[config.mk]
export PLATFORM = sky130hd
export DESIGN_NAME = bcd_counter
export DESIGN_NICKNAME = d
export VERILOG_FILES = /design/src/rtl/bcd_pkg.sv /design/src/rtl/bcd_digit_cell.sv /design/src/rtl/bcd_counter.sv
export SDC_FILE = /design/constraint.sdc
export NUM_CORES = 1
export LEC_CHECK = 0
export ABC_AREA = 0
export BUFFER_PORTS_ARGS = -buffer_cell sky130_fd_sc_hd__buf_4
export CAP_MARGIN = 20
export CORE_AREA = 8 8 81 83
export CTS_BUF_LIST = sky130_fd_sc_hd__clkbuf_16
export DETAILED_ROUTE_END_ITERATION = 6
export DIE_AREA = 0 0 89 91
export GPL_ROUTABILITY_DRIVEN = 0
export GPL_TIMING_DRIVEN = 0
export HOLD_SLACK_MARGIN = 0.05
export PLACE_DENSITY = 0.79
export SETUP_SLACK_MARGIN = 0.2
export SLEW_MARGIN = 30
export SYNTH_ARGS = -nofsm -noshare
export SYNTH_HDL_FRONTEND = slang
export SYNTH_SLANG_ARGS = --single-unit
[constraint.sdc]
create_clock -name cnt_clk -period 2 [get_ports cnt_clk]
set_input_delay 0.6 -clock cnt_clk [delete_from_list [all_inputs] [get_ports cnt_clk]]
set_output_delay 0.6 -clock cnt_clk [all_outputs]
set_load 0.02 [all_outputs]
[src/rtl/bcd_pkg.sv]
// Shared definitions for the four-digit BCD counter and its display scanner.
//   bcd_digit_t  : one packed BCD digit (0..9 legal)
//   BCD_MAX      : largest legal digit value
//   NUM_DIGITS   : digits in the counter
//   scan_state_t : display scan position, one state per digit
package bcd_pkg;

    typedef logic [3:0] bcd_digit_t;

    localparam bcd_digit_t BCD_MAX    = 4'd9;
    localparam int         NUM_DIGITS = 4;

    typedef enum logic [1:0] {
        DIG0 = 2'd0,
        DIG1 = 2'd1,
        DIG2 = 2'd2,
        DIG3 = 2'd3
    } scan_state_t;

endpackage

[src/rtl/bcd_digit_cell.sv]
// Single BCD digit step logic (purely combinational).
//   digit      : current digit value
//   step       : counter enable for this cycle
//   up         : 1 = increment, 0 = decrement
//   carry_in   : lower digits rolled over (tie high for digit 0)
//   next_digit : digit value after this cycle's step
//   carry_out  : this digit rolls over (9->0 up, 0->9 down)
module bcd_digit_cell
    import bcd_pkg::*;
(
    input  bcd_digit_t digit,
    input  logic       step,
    input  logic       up,
    input  logic       carry_in,
    output bcd_digit_t next_digit,
    output logic       carry_out
);

    logic active;
    logic at_limit;

    // A digit only moves when the whole chain below it is rolling over.
    assign active   = step & carry_in;
    assign at_limit = up ? (digit == BCD_MAX) : (digit == 4'd0);

    always_comb begin
        next_digit = digit;
        if (active) begin
            if (up) next_digit = at_limit ? 4'd0    : bcd_digit_t'(digit + 4'd1);
            else    next_digit = at_limit ? BCD_MAX : bcd_digit_t'(digit - 4'd1);
        end
    end

    assign carry_out = active & at_limit;

endmodule

[src/rtl/bcd_counter.sv]
// Four-digit BCD up/down counter with load and a multiplexed display scanner.
//   cnt_clk       : clock, rising edge
//   cnt_rst       : synchronous active-high reset
//   cnt_en        : count one step this cycle
//   cnt_up        : 1 = up, 0 = down
//   cnt_load      : load cnt_load_val (wins over cnt_en)
//   cnt_load_val  : four BCD digits, [3:0] = digit 0
//   cnt_value     : registered counter value
//   cnt_wrap      : one-cycle pulse after 9999->0000 or 0000->9999
//   cnt_load_err  : one-cycle pulse after a load with a non-BCD digit
//   cnt_bcd_out   : digit currently being displayed
//   cnt_digit_sel : one-hot display position enable
module bcd_counter
    import bcd_pkg::*;
#(
    parameter int SCAN_DIV = 50000
) (
    input  logic        cnt_clk,
    input  logic        cnt_rst,
    input  logic        cnt_en,
    input  logic        cnt_up,
    input  logic        cnt_load,
    input  logic [15:0] cnt_load_val,
    output logic [15:0] cnt_value,
    output logic        cnt_wrap,
    output logic        cnt_load_err,
    output logic [3:0]  cnt_bcd_out,
    output logic [3:0]  cnt_digit_sel
);

    localparam int                DIV_W    = (SCAN_DIV > 2) ? $clog2(SCAN_DIV) : 1;
    localparam logic [DIV_W-1:0]  DIV_LAST = DIV_W'(SCAN_DIV - 1);

    // ---------------- counter datapath ----------------
    logic [NUM_DIGITS:0]            carry;
    bcd_digit_t [NUM_DIGITS-1:0]    nxt;
    logic                           load_ok;

    assign carry[0] = 1'b1;

    genvar g;
    generate
        for (g = 0; g < NUM_DIGITS; g++) begin : g_digit
            bcd_digit_cell u_cell (
                .digit      (cnt_value[4*g +: 4]),
                .step       (cnt_en),
                .up         (cnt_up),
                .carry_in   (carry[g]),
                .next_digit (nxt[g]),
                .carry_out  (carry[g+1])
            );
        end
    endgenerate

    always_comb begin
        load_ok = 1'b1;
        for (int i = 0; i < NUM_DIGITS; i++) begin
            if (cnt_load_val[4*i +: 4] > BCD_MAX) load_ok = 1'b0;
        end
    end

    always_ff @(posedge cnt_clk) begin
        if (cnt_rst) begin
            cnt_value    <= '0;
            cnt_wrap     <= 1'b0;
            cnt_load_err <= 1'b0;
        end else begin
            cnt_wrap     <= 1'b0;
            cnt_load_err <= 1'b0;
            if (cnt_load) begin
                if (load_ok) cnt_value    <= cnt_load_val;
                else         cnt_load_err <= 1'b1;
            end else if (cnt_en) begin
                cnt_value <= nxt;
                // Carry out of the top digit means the whole counter rolled over.
                cnt_wrap  <= carry[NUM_DIGITS];
            end
        end
    end

    // ---------------- display scanner ----------------
    logic [DIV_W-1:0] scan_div;
    scan_state_t      scan_state;

    always_ff @(posedge cnt_clk) begin
        if (cnt_rst) begin
            scan_div      <= '0;
            scan_state    <= DIG0;
            cnt_digit_sel <= 4'b0001;
        end else if (scan_div == DIV_LAST) begin
            scan_div <= '0;
            case (scan_state)
                DIG0: begin scan_state <= DIG1; cnt_digit_sel <= 4'b0010; end
                DIG1: begin scan_state <= DIG2; cnt_digit_sel <= 4'b0100; end
                DIG2: begin scan_state <= DIG3; cnt_digit_sel <= 4'b1000; end
                default: begin scan_state <= DIG0; cnt_digit_sel <= 4'b0001; end
            endcase
        end else begin
            scan_div <= scan_div + DIV_W'(1);
        end
    end

    // Selected digit follows the registered value in the same cycle.
    always_comb begin
        cnt_bcd_out = cnt_value[3:0];
        case (scan_state)
            DIG0:    cnt_bcd_out = cnt_value[3:0];
            DIG1:    cnt_bcd_out = cnt_value[7:4];
            DIG2:    cnt_bcd_out = cnt_value[11:8];
            default: cnt_bcd_out = cnt_value[15:12];
        endcase
    end

endmodule

After elaboration in Yosys (flattened, before gate mapping). Cells that the tools add are included.

Flip-flop bits (word level): 40. Input bits: 21. Logic and storage cells: 85.

Add/subtract/negate cells: 9. $lt $le $gt $ge: 4. Equality and inequality tests: 8. Muxes and demuxes: 30. Bitwise logic cells: 9. Reductions and logical operators: 16.

Operators with widths (count): 4-bit 2-to-1 mux (15); 16-bit 2-to-1 mux (3); 4-bit case mux with 3 select lines (2); 16-bit by 1-bit adder with 16-bit output, second input constant (1); 4-bit by 1-bit adder with 4-bit output, second input constant (4); 16-bit equality test, second input constant (1); 4-bit equality test, second input constant (4); 4-bit > comparator, second input constant (4); 4-bit logical NOT (4); 4-bit by 1-bit subtractor with 4-bit output, second input constant (4); 1-bit 2-to-1 mux (9); 3-bit AND reduction (3); 2-bit nonzero test (4); 1-bit bitwise AND (7); 2-bit case mux with 3 select lines (1); 2-bit OR reduction (2); 3-bit OR reduction (1); 2-bit by 1-bit equality test with 1-bit output, second input constant (1); 2-bit equality test, second input constant (1); 2-bit logical NOT (1); 2-bit by 1-bit != test with 1-bit output, second input constant (1); 1-bit NOT (2); 2-bit AND reduction (1).

Longest topological paths before layout.
Depth in word-level cells: 11. Mapped depth: 8.

Modules after synthesis. A second synthesis with hierarchy kept.

Cell total of the unflattened synthesis: 413. Area total of the unflattened synthesis: 3113.0 um^2.

By module, submodules not included: bcd_counter (instances 1, cells an instance 249, area an instance 2087.0 um^2); bcd_digit_cell (instances 4, cells an instance 41, area an instance 256.5 um^2).

Worst setup path after synthesis. No wires, ideal clock.

Kind: input to register. From: input port cnt_up. To: register cnt_value[12]. Setup time: 0.091 ns. Arrival: 1.908 ns. Setup slack: 0.001 ns. Stages on the path: 6. Path buffers: 1. Path through: buf_2 > nor4b_1 > o22a_1 > a32o_2 > nor2_1 > a311oi_1.

Longest elaborated chain between the ends: 9.

Ends and longest elaborated chain: start, declared (RTL line bcd_counter.sv:21) `input logic cnt_up,`; 1-bit 2-to-1 mux (RTL line bcd_digit_cell.sv:24) `assign at_limit = up ? (digit == BCD_MAX) : (digit == 4'd0);`; 1-bit bitwise AND (RTL line bcd_digit_cell.sv:34) `assign carry_out = active & at_limit;`; 1-bit bitwise AND (RTL line bcd_digit_cell.sv:23) `assign active = step & carry_in;`; 1-bit bitwise AND (RTL line bcd_digit_cell.sv:34); 1-bit bitwise AND (RTL line bcd_digit_cell.sv:23); 1-bit bitwise AND (RTL line bcd_digit_cell.sv:34); 1-bit bitwise AND (RTL line bcd_digit_cell.sv:23); 2-bit nonzero test (no line); 3-bit AND reduction (no line); end signal, assigned (RTL line bcd_counter.sv:71) `if (load_ok) cnt_value <= cnt_load_val;`; end signal, assigned (RTL line bcd_counter.sv:74) `cnt_value <= nxt;`; end, declared (RTL line bcd_counter.sv:24) `output logic [15:0] cnt_value,`.

Several ways; a longest one is shown, not always the timed one. The select of a mux whose other input is x is not followed. A chain may end at the register's enable or synchronous reset.

Final worst setup path.
From: register scan_state[0]. To: output port cnt_bcd_out[0].

Longest elaborated chain between the ends: 2.

Ends and longest elaborated chain: start, declared (RTL line bcd_counter.sv:83) `scan_state_t scan_state;`; start signal, assigned (RTL line bcd_counter.sv:88) `scan_state <= DIG0;`; start signal, assigned (RTL line bcd_counter.sv:93) `DIG0: begin scan_state <= DIG1; cnt_digit_sel <= 4'b0010; end`; start signal, assigned (RTL line bcd_counter.sv:94) `DIG1: begin scan_state <= DIG2; cnt_digit_sel <= 4'b0100; end`; 2-bit equality test (tied with other cells) (RTL line bcd_counter.sv:106) `case (scan_state)`; 4-bit case mux with 3 select lines (*) (RTL line bcd_counter.sv:106); end, declared (RTL line bcd_counter.sv:27) `output logic [3:0] cnt_bcd_out,`.

Every way passes the cells marked *; elsewhere a longest branch is shown, timed or not.

==> run metrics <==
outcome complete, but fails checks; failing checks setup timing; Routed WL per cell 17.5 µm; DR vias 2746; register area 840 µm²; Initial Utilization 49.4%; Highest Clock Rate 446 MHz; worst slew pin tran 0.666 ns; detailed placer's ending HPWL 5.44 mm; Req. time, crit path 1.40 ns; Hold Vio Cnt, Final 0; initial DRC count 169; largest net degree at the start of global routing 12; TritonCTS Buffers 5; Hold Path Depth 1; Worst VDD drop 353 µV; n_diodes 0; min Tclk post-route 2.24 ns; Synth Cell Area 2640 µm²; area of the core 5340 µm²; Antenna Nets Post-Route 0; Final Slew Violations 0; Leak 1.48 nW; total chip power 0.00228 W; overall die width 89 µm; Final nets 432; Total Wirelength 8.14 mm; total die area 8100 µm²; CP endpoint kind primary output; RSZ-0062 raised after global routing true; Syn Area/Cell 8.35 µm²; Ports 47; share of cells above drive strength 1 41.6%; top cells by area, synth dfxtp_1 (30%), ha_1 (8.1%), nor2_1 (5.4%), mux2i_1 (3.8%), a211oi_1 (3.4%); CTS Buffer Depth 2; number of clock sinks 40; Crit Path Class reg2out; Tot GR Track Use 19.6%; Async S/R FF share, synth 0%; clock root cell clkbuf_16; CTS tree built; syn nets 354; Multi-input gate area 1940 µm²; later-pin clock latency in the skew report 0.28 ns; reg2reg path depth 7; CP Data Arrival Time 1.64 ns; global-route wire length before repair 12.7 mm; vias in the first global route 2628; cells after synthesis 316; fillers 414; antenna violations before repair 0; clock slew at reported path FFs 0.06 ns; crit path launch type register; Row Count 27; Max FO, Critical Path 6; final worst path period share 112%; Yosys cell types 58; Synth warnings 0; Layout area overhead 42.3%; Post-synth EDFFs 0; area leader, netlist dfxtp_1; Chip Height 91 µm; register area share after synthesis 30.3%; # port buffers 44; Via density 5.89; H-tree levels 2; post-synth top area share 30.3%; Setup Skew 0.00930 ns; hold-fix buffers at CTS 0; Slew headroom 55.6%; Setup WS post-layout -0.242 ns; 1st-pass router iterations 6; Setup-failing EPs final 4; total grt overflow 0; Finished Core Util 70.4%; # DRC 0; PD cells 607 nW/µm²; worst hold path class reg2reg; #FFs+latches synth 40; Synth Flop Type dfxtp_1; Setup Total Neg Slack -0.860 ns; MaxCap Viol Count 0
-- cells in the final DEF (no fill, tap or decap), types with 3 or more instances in the layout --
master and n:
nor2_1 36, clkbuf_16 5, o21ai_0 8, ha_4 8, nand4_1 5, dfxtp_4 9
nor3b_1 3, a311oi_1 6, buf_6 6, nor3_1 8, a211oi_2 4, and4b_1 3
xor2_1 10, buf_4 71, dfxtp_2 4, nand2_1 22, a21oi_1 11, a222oi_1 4
dfxtp_1 27, inv_2 3, a211oi_1 8, nor2b_1 3, clkbuf_2 4, ha_1 7
mux2i_1 8, inv_1 8, clkbuf_1 3, xnor2_1 10, nor2_2 12, nor4b_4 3
inv_4 6, a31oi_1 3, nand3_1 8, o221ai_1 4
-- state kept, by name, summed over array words and instances, names as in the netlist --
register       flops
cnt_load_err       1
cnt_wrap           1
cnt_value         16
cnt_digit_sel      4
scan_state         2
scan_div          16
-- cells in the mapped netlist (3+ instances only) --
master	instances
nor4b_1	3
inv_1	16
ha_1	17
xor2_1	10
a31oi_1	3
nand4_1	5
a222oi_1	4
a311oi_1	7
a211oi_1	12
buf_2	4
xnor2_1	10
dfxtp_1	40
nand3_1	9
mux2i_1	10
o221ai_1	4
nor3_1	9
nor2_1	38
a21oi_1	12
clkbuf_1	10
nor3b_1	4
and4b_1	3
nor2_2	10
nand2_1	22
nor2b_1	3
o21ai_0	11
-- power by group --
part	internal, W	switching (W)
logic	0.000310	0.000336
registers	0.000825	0.0000501
clock network	0.000449	0.000311
total	0.00158	0.000698
-- metal layers --
layer,global-route usage [%],vias to the layer above,part of all wire (%)
met5,0,-,0
met4,6.80,0,2.7
met3,3.42,18,6.6
met2,33.5,116,50
met1,23.6,1306,41
li1,-,1306,-
-- cell families (layout without fill, tap and decap cells) --
| logic type | after synthesis | after routing | share of synthesized area, % |
|---|---|---|---|
| and+or+nand+nor | 122 | 122 | 24.8 |
| AOI/OAI and AO/OA | 71 | 71 | 19.5 |
| DFF | 40 | 40 | 30.3 |
| buffers and inverters | 34 | 112 | 5.93 |
| xor gates and xnor gates | 20 | 20 | 6.64 |
| adders and majority gates | 17 | 17 | 8.06 |
| muxes | 12 | 12 | 4.65 |
-- timing repair --
action	CTS	global route
setup buffers	15	12
resized for setup	38	52
setup endpoints to repair	36	35
pin swaps	12	16
-- through the flow --
step	setup WS, ns	std cells	cell area, µm²	hold WS [ns]
after detailed placement	-0.116	432	3140	0.461
after CTS	-0.204	454	3500	0.474
final	-0.242	466	3760	0.459
after floorplan	0.178	316	2720	0.441
after global routing	-0.275	466	3760	0.478
after global placement	-0.113	432	3140	0.454
-- final cells by class --
class | count | share of cell area [%]
buffer | 18 | 3.53
clock buffer | 5 | 3.33
clock inverter | 2 | 0.233
inverter | 16 | 2.00
multi-input combinational | 242 | 51.7
sequential | 40 | 22.4
tap | 72 | 2.40
timing repair buffer | 71 | 14.5
-- path summary, 6_finish.rpt --
| check | startpoint | end | slack [ns] |
|---|---|---|---|
| worst min-delay path | scan_div[0]$_SDFF_PP0_ | scan_div[0]$_SDFF_PP0_ | 0.46 |
| worst max-delay path | scan_state[0]$_SDFFE_PP0P_ | cnt_bcd_out[0] | -0.24 |
| worst max register to register | cnt_value[5]$_SDFFE_PP0P_ | cnt_value[12]$_SDFFE_PP0P_ | 0.14 |
| worst min register to register | scan_div[0]$_SDFF_PP0_ | scan_div[0]$_SDFF_PP0_ | 0.46 |
-- worst max-delay path, stage by stage (launching register included) --
cell      delay [ns]
dfxtp_4         0.38
inv_4           0.04
ha_2            0.22
a222oi_1        0.34
mux2i_1         0.18
buf_4           0.19
(Power assumes the default switching activity.)
